==> config.mk <==
export PLATFORM = sky130hd
export DESIGN_NAME = ahb_bus_arbiter_flat
export DESIGN_NICKNAME = d
export VERILOG_FILES = /design/src/rtl/ahb_bus_arbiter_if.sv /design/src/rtl/ahb_bus_arbiter.sv /design/src/flat_wrapper.sv
export SDC_FILE = /design/constraint.sdc
export NUM_CORES = 1
export LEC_CHECK = 0
export ABC_AREA = 1
export CORE_AREA = 8 8 121 123
export CTS_CLUSTER_DIAMETER = 80
export DETAILED_ROUTE_END_ITERATION = 12
export DIE_AREA = 0 0 129 131
export PLACE_DENSITY_LB_ADDON = 0.2
export SLEW_MARGIN = 0
export SYNTH_ARGS = -nofsm -noshare
export SYNTH_HDL_FRONTEND = slang
export SYNTH_SLANG_ARGS = --single-unit
==> constraint.sdc <==
create_clock -name HCLK -period 1.6 [get_ports HCLK]
set_input_delay 0.16 -clock HCLK [delete_from_list [all_inputs] [get_ports HCLK]]
set_output_delay 0.16 -clock HCLK [all_outputs]
set_load 0.02 [all_outputs]
==> src/rtl/ahb_bus_arbiter_if.sv <==
// Signal bundle shared by two AHB-Lite masters, the slave-side bus and the arbiter.
// The arbiter connects through the slave modport; the bench drives the master modport.
interface ahb_bus_arbiter_if #(
  parameter int ADDR_WIDTH = 32,
  parameter int DATA_WIDTH = 32
);
  logic                  m0_hbusreq, m1_hbusreq;
  logic                  m0_hlock, m1_hlock;
  logic [1:0]            m0_htrans, m1_htrans;
  logic [ADDR_WIDTH-1:0] m0_haddr, m1_haddr;
  logic                  m0_hwrite, m1_hwrite;
  logic [2:0]            m0_hsize, m1_hsize;
  logic [2:0]            m0_hburst, m1_hburst;
  logic [DATA_WIDTH-1:0] m0_hwdata, m1_hwdata;
  logic                  m0_hgrant, m1_hgrant;
  logic                  m0_hready, m1_hready;
  logic [DATA_WIDTH-1:0] m0_hrdata, m1_hrdata;
  logic                  m0_hresp, m1_hresp;

  logic [ADDR_WIDTH-1:0] HADDR;
  logic [1:0]            HTRANS;
  logic                  HWRITE;
  logic [2:0]            HSIZE;
  logic [2:0]            HBURST;
  logic [DATA_WIDTH-1:0] HWDATA;
  logic                  HMASTLOCK;
  logic                  HREADY;
  logic [DATA_WIDTH-1:0] HRDATA;
  logic                  HRESP;

  modport slave (
    input  m0_hbusreq, m0_hlock, m0_htrans, m0_haddr, m0_hwrite, m0_hsize, m0_hburst, m0_hwdata,
    input  m1_hbusreq, m1_hlock, m1_htrans, m1_haddr, m1_hwrite, m1_hsize, m1_hburst, m1_hwdata,
    output m0_hgrant, m0_hready, m0_hrdata, m0_hresp,
    output m1_hgrant, m1_hready, m1_hrdata, m1_hresp,
    output HADDR, HTRANS, HWRITE, HSIZE, HBURST, HWDATA, HMASTLOCK,
    input  HREADY, HRDATA, HRESP
  );

  modport master (
    output m0_hbusreq, m0_hlock, m0_htrans, m0_haddr, m0_hwrite, m0_hsize, m0_hburst, m0_hwdata,
    output m1_hbusreq, m1_hlock, m1_htrans, m1_haddr, m1_hwrite, m1_hsize, m1_hburst, m1_hwdata,
    input  m0_hgrant, m0_hready, m0_hrdata, m0_hresp,
    input  m1_hgrant, m1_hready, m1_hrdata, m1_hresp,
    input  HADDR, HTRANS, HWRITE, HSIZE, HBURST, HWDATA, HMASTLOCK,
    output HREADY, HRDATA, HRESP
  );
endinterface

==> src/rtl/ahb_bus_arbiter.sv <==
// Two-master round-robin AHB-Lite arbiter: address-phase owner FSM, separate data-phase
// owner, beat-limited tenure, and bus/response routing between M0, M1 and the shared slave.
module ahb_bus_arbiter #(
  parameter int ADDR_WIDTH = 32,
  parameter int DATA_WIDTH = 32,
  parameter int MAX_BEATS  = 16
) (
  input logic                 HCLK,
  input logic                 HRESETn,
  ahb_bus_arbiter_if.slave    bus
);
  localparam int             CW        = $clog2(MAX_BEATS + 1);
  localparam logic [CW-1:0]  BEAT_MAX  = CW'(MAX_BEATS);
  localparam logic [1:0]     TR_IDLE   = 2'd0;
  localparam logic [1:0]     TR_NONSEQ = 2'd2;

  typedef enum logic [1:0] {ST_IDLE = 2'd0, ST_OWN0 = 2'd1, ST_OWN1 = 2'd2} state_t;
  typedef enum logic [1:0] {DO_NONE = 2'd0, DO_M0 = 2'd1, DO_M1 = 2'd2} downer_t;

  state_t        r_state, w_state_nxt;
  downer_t       r_downer, w_downer_nxt;
  logic          r_rr, w_rr_nxt;
  logic [CW-1:0] r_beats, w_beats_nxt, w_beats_inc;
  logic          r_grant0, r_grant1;
  logic          w_own_req, w_oth_req, w_own_lock, w_xfer, w_quiet, w_permit;
  logic [1:0]    w_own_trans;

  // Address-phase mux: the current owner drives the bus, nobody means an idle bus.
  always_comb begin
    bus.HADDR     = {ADDR_WIDTH{1'b0}};
    bus.HTRANS    = TR_IDLE;
    bus.HWRITE    = 1'b0;
    bus.HSIZE     = 3'd0;
    bus.HBURST    = 3'd0;
    bus.HMASTLOCK = 1'b0;
    case (r_state)
      ST_OWN0: begin
        bus.HADDR     = bus.m0_haddr;
        bus.HTRANS    = bus.m0_htrans;
        bus.HWRITE    = bus.m0_hwrite;
        bus.HSIZE     = bus.m0_hsize;
        bus.HBURST    = bus.m0_hburst;
        bus.HMASTLOCK = bus.m0_hlock;
      end
      ST_OWN1: begin
        bus.HADDR     = bus.m1_haddr;
        bus.HTRANS    = bus.m1_htrans;
        bus.HWRITE    = bus.m1_hwrite;
        bus.HSIZE     = bus.m1_hsize;
        bus.HBURST    = bus.m1_hburst;
        bus.HMASTLOCK = bus.m1_hlock;
      end
      default: bus.HTRANS = TR_IDLE;
    endcase
  end

  // Write data follows the data-phase owner, which may lag the address owner by one transfer.
  always_comb begin
    case (r_downer)
      DO_M0:   bus.HWDATA = bus.m0_hwdata;
      DO_M1:   bus.HWDATA = bus.m1_hwdata;
      default: bus.HWDATA = {DATA_WIDTH{1'b0}};
    endcase
  end

  // A non-owner presenting a transfer is stalled; an idle non-owner sees ready.
  assign bus.m0_hready = (r_downer == DO_M0 || r_state == ST_OWN0) ? bus.HREADY
                                                                   : (bus.m0_htrans == TR_IDLE);
  assign bus.m1_hready = (r_downer == DO_M1 || r_state == ST_OWN1) ? bus.HREADY
                                                                   : (bus.m1_htrans == TR_IDLE);
  assign bus.m0_hrdata = bus.HRDATA;
  assign bus.m1_hrdata = bus.HRDATA;
  assign bus.m0_hresp  = bus.HRESP;
  assign bus.m1_hresp  = bus.HRESP;
  assign bus.m0_hgrant = r_grant0;
  assign bus.m1_hgrant = r_grant1;

  always_comb begin
    w_own_req   = 1'b0;
    w_oth_req   = 1'b0;
    w_own_lock  = 1'b0;
    w_own_trans = TR_IDLE;
    case (r_state)
      ST_OWN0: begin
        w_own_req   = bus.m0_hbusreq;
        w_oth_req   = bus.m1_hbusreq;
        w_own_lock  = bus.m0_hlock;
        w_own_trans = bus.m0_htrans;
      end
      ST_OWN1: begin
        w_own_req   = bus.m1_hbusreq;
        w_oth_req   = bus.m0_hbusreq;
        w_own_lock  = bus.m1_hlock;
        w_own_trans = bus.m1_htrans;
      end
      default: w_own_trans = TR_IDLE;
    endcase
    w_xfer      = (r_state != ST_IDLE) && w_own_trans[1];
    // The beat accepted at this edge counts toward the limit, so tenure ends after exactly MAX_BEATS.
    w_beats_inc = (w_xfer && (r_beats != BEAT_MAX)) ? r_beats + {{(CW-1){1'b0}}, 1'b1} : r_beats;
    w_quiet     = ((w_own_trans == TR_IDLE) || (w_own_trans == TR_NONSEQ)) && !w_own_lock;
    w_permit    = (r_state == ST_IDLE) || (w_quiet && !w_own_req) ||
                  (w_quiet && w_oth_req && (w_beats_inc >= BEAT_MAX));
  end

  // Next owner selection; HREADY low freezes every piece of arbitration state.
  always_comb begin
    w_state_nxt  = r_state;
    w_rr_nxt     = r_rr;
    w_downer_nxt = r_downer;
    w_beats_nxt  = r_beats;
    if (bus.HREADY) begin
      if (w_permit) begin
        case ({bus.m1_hbusreq, bus.m0_hbusreq})
          2'b01: begin w_state_nxt = ST_OWN0; w_rr_nxt = 1'b1; end
          2'b10: begin w_state_nxt = ST_OWN1; w_rr_nxt = 1'b0; end
          2'b11: begin
            if (r_rr) begin
              w_state_nxt = ST_OWN1;
              w_rr_nxt    = 1'b0;
            end else begin
              w_state_nxt = ST_OWN0;
              w_rr_nxt    = 1'b1;
            end
          end
          default: w_state_nxt = ST_IDLE;
        endcase
      end else begin
        w_state_nxt = r_state;
      end
      if (w_xfer) begin
        w_downer_nxt = (r_state == ST_OWN1) ? DO_M1 : DO_M0;
      end else begin
        w_downer_nxt = DO_NONE;
      end
      w_beats_nxt = (w_state_nxt != r_state) ? {CW{1'b0}} : w_beats_inc;
    end else begin
      w_state_nxt = r_state;
    end
  end

  always_ff @(posedge HCLK or negedge HRESETn) begin
    if (!HRESETn) begin
      r_state  <= ST_IDLE;
      r_downer <= DO_NONE;
      r_rr     <= 1'b0;
      r_beats  <= {CW{1'b0}};
      r_grant0 <= 1'b0;
      r_grant1 <= 1'b0;
    end else begin
      r_state  <= w_state_nxt;
      r_downer <= w_downer_nxt;
      r_rr     <= w_rr_nxt;
      r_beats  <= w_beats_nxt;
      r_grant0 <= (w_state_nxt == ST_OWN0);
      r_grant1 <= (w_state_nxt == ST_OWN1);
    end
  end
endmodule

==> src/flat_wrapper.sv <==
// flat-port wrapper written by rule: the top's interface ports become plain ports
module ahb_bus_arbiter_flat 
#(
  parameter int ADDR_WIDTH = 32,
  parameter int DATA_WIDTH = 32,
  parameter int MAX_BEATS  = 16
)
  (HCLK, HRESETn, bus_m0_hbusreq, bus_m0_hlock, bus_m0_htrans, bus_m0_haddr, bus_m0_hwrite, bus_m0_hsize, bus_m0_hburst, bus_m0_hwdata, bus_m1_hbusreq, bus_m1_hlock, bus_m1_htrans, bus_m1_haddr, bus_m1_hwrite, bus_m1_hsize, bus_m1_hburst, bus_m1_hwdata, bus_m0_hgrant, bus_m0_hready, bus_m0_hrdata, bus_m0_hresp, bus_m1_hgrant, bus_m1_hready, bus_m1_hrdata, bus_m1_hresp, bus_HADDR, bus_HTRANS, bus_HWRITE, bus_HSIZE, bus_HBURST, bus_HWDATA, bus_HMASTLOCK, bus_HREADY, bus_HRDATA, bus_HRESP);
  ahb_bus_arbiter_if #(.ADDR_WIDTH(ADDR_WIDTH), .DATA_WIDTH(DATA_WIDTH)) bus_i ();
  input logic HCLK;
  input logic HRESETn;
  input wire logic [$bits(bus_i.m0_hbusreq)-1:0] bus_m0_hbusreq;
  input wire logic [$bits(bus_i.m0_hlock)-1:0] bus_m0_hlock;
  input wire logic [$bits(bus_i.m0_htrans)-1:0] bus_m0_htrans;
  input wire logic [$bits(bus_i.m0_haddr)-1:0] bus_m0_haddr;
  input wire logic [$bits(bus_i.m0_hwrite)-1:0] bus_m0_hwrite;
  input wire logic [$bits(bus_i.m0_hsize)-1:0] bus_m0_hsize;
  input wire logic [$bits(bus_i.m0_hburst)-1:0] bus_m0_hburst;
  input wire logic [$bits(bus_i.m0_hwdata)-1:0] bus_m0_hwdata;
  input wire logic [$bits(bus_i.m1_hbusreq)-1:0] bus_m1_hbusreq;
  input wire logic [$bits(bus_i.m1_hlock)-1:0] bus_m1_hlock;
  input wire logic [$bits(bus_i.m1_htrans)-1:0] bus_m1_htrans;
  input wire logic [$bits(bus_i.m1_haddr)-1:0] bus_m1_haddr;
  input wire logic [$bits(bus_i.m1_hwrite)-1:0] bus_m1_hwrite;
  input wire logic [$bits(bus_i.m1_hsize)-1:0] bus_m1_hsize;
  input wire logic [$bits(bus_i.m1_hburst)-1:0] bus_m1_hburst;
  input wire logic [$bits(bus_i.m1_hwdata)-1:0] bus_m1_hwdata;
  output wire logic [$bits(bus_i.m0_hgrant)-1:0] bus_m0_hgrant;
  output wire logic [$bits(bus_i.m0_hready)-1:0] bus_m0_hready;
  output wire logic [$bits(bus_i.m0_hrdata)-1:0] bus_m0_hrdata;
  output wire logic [$bits(bus_i.m0_hresp)-1:0] bus_m0_hresp;
  output wire logic [$bits(bus_i.m1_hgrant)-1:0] bus_m1_hgrant;
  output wire logic [$bits(bus_i.m1_hready)-1:0] bus_m1_hready;
  output wire logic [$bits(bus_i.m1_hrdata)-1:0] bus_m1_hrdata;
  output wire logic [$bits(bus_i.m1_hresp)-1:0] bus_m1_hresp;
  output wire logic [$bits(bus_i.HADDR)-1:0] bus_HADDR;
  output wire logic [$bits(bus_i.HTRANS)-1:0] bus_HTRANS;
  output wire logic [$bits(bus_i.HWRITE)-1:0] bus_HWRITE;
  output wire logic [$bits(bus_i.HSIZE)-1:0] bus_HSIZE;
  output wire logic [$bits(bus_i.HBURST)-1:0] bus_HBURST;
  output wire logic [$bits(bus_i.HWDATA)-1:0] bus_HWDATA;
  output wire logic [$bits(bus_i.HMASTLOCK)-1:0] bus_HMASTLOCK;
  input wire logic [$bits(bus_i.HREADY)-1:0] bus_HREADY;
  input wire logic [$bits(bus_i.HRDATA)-1:0] bus_HRDATA;
  input wire logic [$bits(bus_i.HRESP)-1:0] bus_HRESP;
  assign bus_i.m0_hbusreq = bus_m0_hbusreq;
  assign bus_i.m0_hlock = bus_m0_hlock;
  assign bus_i.m0_htrans = bus_m0_htrans;
  assign bus_i.m0_haddr = bus_m0_haddr;
  assign bus_i.m0_hwrite = bus_m0_hwrite;
  assign bus_i.m0_hsize = bus_m0_hsize;
  assign bus_i.m0_hburst = bus_m0_hburst;
  assign bus_i.m0_hwdata = bus_m0_hwdata;
  assign bus_i.m1_hbusreq = bus_m1_hbusreq;
  assign bus_i.m1_hlock = bus_m1_hlock;
  assign bus_i.m1_htrans = bus_m1_htrans;
  assign bus_i.m1_haddr = bus_m1_haddr;
  assign bus_i.m1_hwrite = bus_m1_hwrite;
  assign bus_i.m1_hsize = bus_m1_hsize;
  assign bus_i.m1_hburst = bus_m1_hburst;
  assign bus_i.m1_hwdata = bus_m1_hwdata;
  assign bus_m0_hgrant = bus_i.m0_hgrant;
  assign bus_m0_hready = bus_i.m0_hready;
  assign bus_m0_hrdata = bus_i.m0_hrdata;
  assign bus_m0_hresp = bus_i.m0_hresp;
  assign bus_m1_hgrant = bus_i.m1_hgrant;
  assign bus_m1_hready = bus_i.m1_hready;
  assign bus_m1_hrdata = bus_i.m1_hrdata;
  assign bus_m1_hresp = bus_i.m1_hresp;
  assign bus_HADDR = bus_i.HADDR;
  assign bus_HTRANS = bus_i.HTRANS;
  assign bus_HWRITE = bus_i.HWRITE;
  assign bus_HSIZE = bus_i.HSIZE;
  assign bus_HBURST = bus_i.HBURST;
  assign bus_HWDATA = bus_i.HWDATA;
  assign bus_HMASTLOCK = bus_i.HMASTLOCK;
  assign bus_i.HREADY = bus_HREADY;
  assign bus_i.HRDATA = bus_HRDATA;
  assign bus_i.HRESP = bus_HRESP;
  ahb_bus_arbiter #(.ADDR_WIDTH(ADDR_WIDTH), .DATA_WIDTH(DATA_WIDTH), .MAX_BEATS(MAX_BEATS)) u_core (.HCLK(HCLK), .HRESETn(HRESETn), .bus(bus_i));
endmodule
==> impl_metrics.csv <==
group,metric,value,unit
run_status,run_status,"finished, violations left",
run_status,failed_checks,"negative setup slack",
synth,synth_common_cells,"nand2_1 (171), a21oi_1 (76), buf_4 (66), clkbuf_1 (23), inv_1 (22)",
grt,grt_pass1_wl,19.6,mm
synth,netlist_area,0.00241,mm2
cts,cts_sinks,12,
cts,clkLatencyLatePin,0.24,ns
floorplan,die_area,0.0169,mm2
synth,ys_seq_elements,12,
cts,cts_tree,"yes",
grt,antenna_found_initial,1,
setup_path,rrSetupSlack,-0.28,ns
power,ir_drop,0.619,mV
floorplan,die_w,129,um
setup_path,slowest_delay,0.39,ns
synth,synth.distinct_cells,28,
final_layout,antenna_cells,0,
synth,yosysTopAreaCell,"nand2_1",
synth,yosysWarnings,0,
setup_path,worstPathRequired,1.72,ns
cts,cts_hold_buffers,0,
timing,period_share,117,%
setup_path,r2r_start,"u_core.r_state[1]",
grt,grt_pass1_vias,3593,
cts,clk_path_buf_depth,2,
job,maxCapViolCount,0,
floorplan,design.core.area,0.0129,mm2
routing,wl,13.5,mm
timing,setup_ws,-0.279,ns
setup_path,r2r-end,"u_core.r_beats[1]",
routing,routedWlPerCell,16.7,um
timing,timing.fmax,532,MHz
placed_design,place_area,0.00499,mm2
floorplan,die_h,131,um
timing,setup_viol,86,
synth,synth.most_common_cell,"nand2_1",
final_layout,multi_input_area,0.00216,mm2
synth,synth-edff-count,0,
hold_path,hp-class,"input pin to asynchronous set/reset pin",
grt,grt-ovfl-total,0,
synth,yosysTopAreaCellShare,26.6,%
timing,slew_headroom,63.5,%
power,p_total,0.00845,W
final_layout,final_cells,804,
setup_path,cp.arrival,2.00,ns
final_layout,area_growth,148,%
cts,cts_buffers,3,
synth,synth.area.top_cells,"nand2_1 (27%), buf_4 (21%), a21oi_1 (16%)",
routing,drtPass1Iterations,4,
synth,avgSynthCellArea,5.67,um2
final_layout,final_cell_area,0.00597,mm2
final_layout,final-seq-area,300,um2
floorplan,row_count,42,
timing,whs,0.279,ns
setup_path,critPathKind,"flop to flop",
synth,synth.yosys.seq_area_share,12.5,%
routing,final_antenna_net_count,0,
routing,viasPerCell,4.25,
setup_path,reg2reg_depth,11,
grt,grt_max_degree,18,
timing,slew_violations,0,
setup_path,end_kind,"flop",
setup_path,path_max_fanout,4,
placed_design,dp.cells,767,
cts,htree_num_levels,1,
setup_path,start_kind,"flop",
floorplan,ioPinCount,330,
synth,synthArstFlopShare,100,%
power,powerDensity,1420,mW/mm2
timing,rsz0062_at_grt,"true",
timing,hold_viol,0,
final_layout,drive_above_1_share,48.6,%
grt,grt_usage,14.8,%
timing,fin_crit,1.88,ns
routing,drt_iter0_drc,51,
placed_design,place_congestion,0.816,
final_layout,final_nets,822,
routing,drcViolationCount,0,
cts,clock-root-buffer,"clkbuf_16",
setup_path,cp_cell_sequence,"inv_2 > buf_12 > ha_4 > buf_6 > nand3_4 > nor2_4 > buf_4 > buf_4 > buf_6 > mux2i_1 > o21bai_1",
synth,ys.flop_type,"dfrtp_1",
power,p_leak,2.43,nW
setup_path,crit_slowest_cell,"dfrtp_1",
synth,synth_cells,425,
final_layout,final_util,46.4,%
cts,clk_pin_slew,0.05,ns
synth,synth_fp_nets,618,
floorplan,initial_core_util,18.7,%
timing,worstMarginPinSlew,0.546,ns
routing,dr_total_vias,3421,
final_layout,fillers,1255,
timing,skew,0.00169,ns
placed_design,numPortBuffers,230,
placed_design,hpwl,10.9,mm
placed cells by master, fill, tap and decap left out:
master,instances
a21oi_1,3
nor2_1,2
o21bai_1,1
clkbuf_8,1
clkbuf_16,5
nand2_4,27
buf_8,3
inv_2,8
a21oi_2,59
xnor2_1,1
nand3b_1,1
nand3_2,4
a21boi_2,1
buf_6,68
nor3_2,1
mux2i_1,1
inv_1,14
o22ai_1,1
or2_2,2
clkdlybuf4s50_1,154
o21ai_1,3
nand4_1,2
buf_4,47
ha_1,2
nor2_4,1
nand3_4,1
nand2_2,35
o41ai_2,1
nor2_2,3
a21oi_4,14
xor2_1,1
o21ai_0,2
buf_12,18
o41ai_4,1
nand2_1,117
nand3_1,6
dfrtp_1,12
ha_4,5
registers in the layout, indices dropped and copies added (netlist names):
| signal | count |
|---|---|
| u_core.r_state | 2 |
| u_core.r_downer | 2 |
| u_core.bus.m0_hgrant | 1 |
| u_core.r_beats | 5 |
| u_core.r_rr | 1 |
| u_core.bus.m1_hgrant | 1 |
stage by stage:
step | worst slack (ns) | TNS [ns]
final | -0.279 | -12.13
after global routing | -0.405 | -19.08
after CTS | -0.230 | -9.42
after detailed placement | -0.400 | -27.76
after global placement | -0.386 | -27.38
after floorplan | -0.0455 | -0.103
logic make-up after synthesis:
group	count (synthesis)	share of synthesized area, %
multiplexers	1	0.416
buffers and inverters	115	28.9
XOR/XNOR	2	0.727
flip-flops	12	12.5
adder cells (fa/ha/maj)	7	3.64
AND/OR/NAND/NOR	202	35.4
AO/OA/AOI/OAI	86	18.4
worst max path at each step:
stage                            from                   end  depth (start not counted)
floorplan           u_core.r_state[1]  u_core.bus.m1_hgrant                         15
global placement    u_core.r_state[1]          bus_HADDR[7]                          6
detailed placement  u_core.r_state[1]         bus_HTRANS[1]                          7
CTS                 u_core.r_state[1]  u_core.bus.m1_hgrant                         14
global route        u_core.r_state[1]  u_core.bus.m1_hgrant                         14
finish              u_core.r_state[1]     u_core.r_beats[1]                         11
critical path, delay by kind of cell (launching register included):
kind | cells | cell delay (ns)
AO/OA/AOI/OAI | 1 | 0.08
adder cells (fa/ha/maj) | 1 | 0.26
buffers and inverters | 6 | 0.63
flip-flops | 1 | 0.39
multiplexers | 1 | 0.17
AND/OR/NAND/NOR | 2 | 0.23
cell type report:
cell class	count	share of cell area [%]
Timing Repair Buffer	292	52.2
Multi-Input combinational cell	298	36.2
Sequential cell	12	5.03
Tap cell	176	3.69
Clock buffer	4	1.49
Inverter	22	1.38
repair_timing:
item | 4_1_cts | 5_1_grt
gates resized for setup | 467 | 108
cloned | 3 | 2
hold endpoints to repair | 0 | 0
pin swaps | 35 | 44
endpoints found under the setup margin | 86 | 88
buffers inserted | 21 | 12
where the power goes:
part / switching (W) / total, W / internal (W)
Clock: 0.000134 / 0.000512 / 0.000378
Sequential: 0.0000701 / 0.000468 / 0.000398
Combinational: 0.00386 / 0.00747 / 0.00361
Total: 0.00406 / 0.00845 / 0.00439
routing by layer:
metal	global-route usage (%)	part of all wire (%)
met5	0	0.067
met4	5.67	3.2
met2	28.8	53
met1	13.2	33
met3	6.21	12
Note: power is estimated with default switching activity, not from simulation.
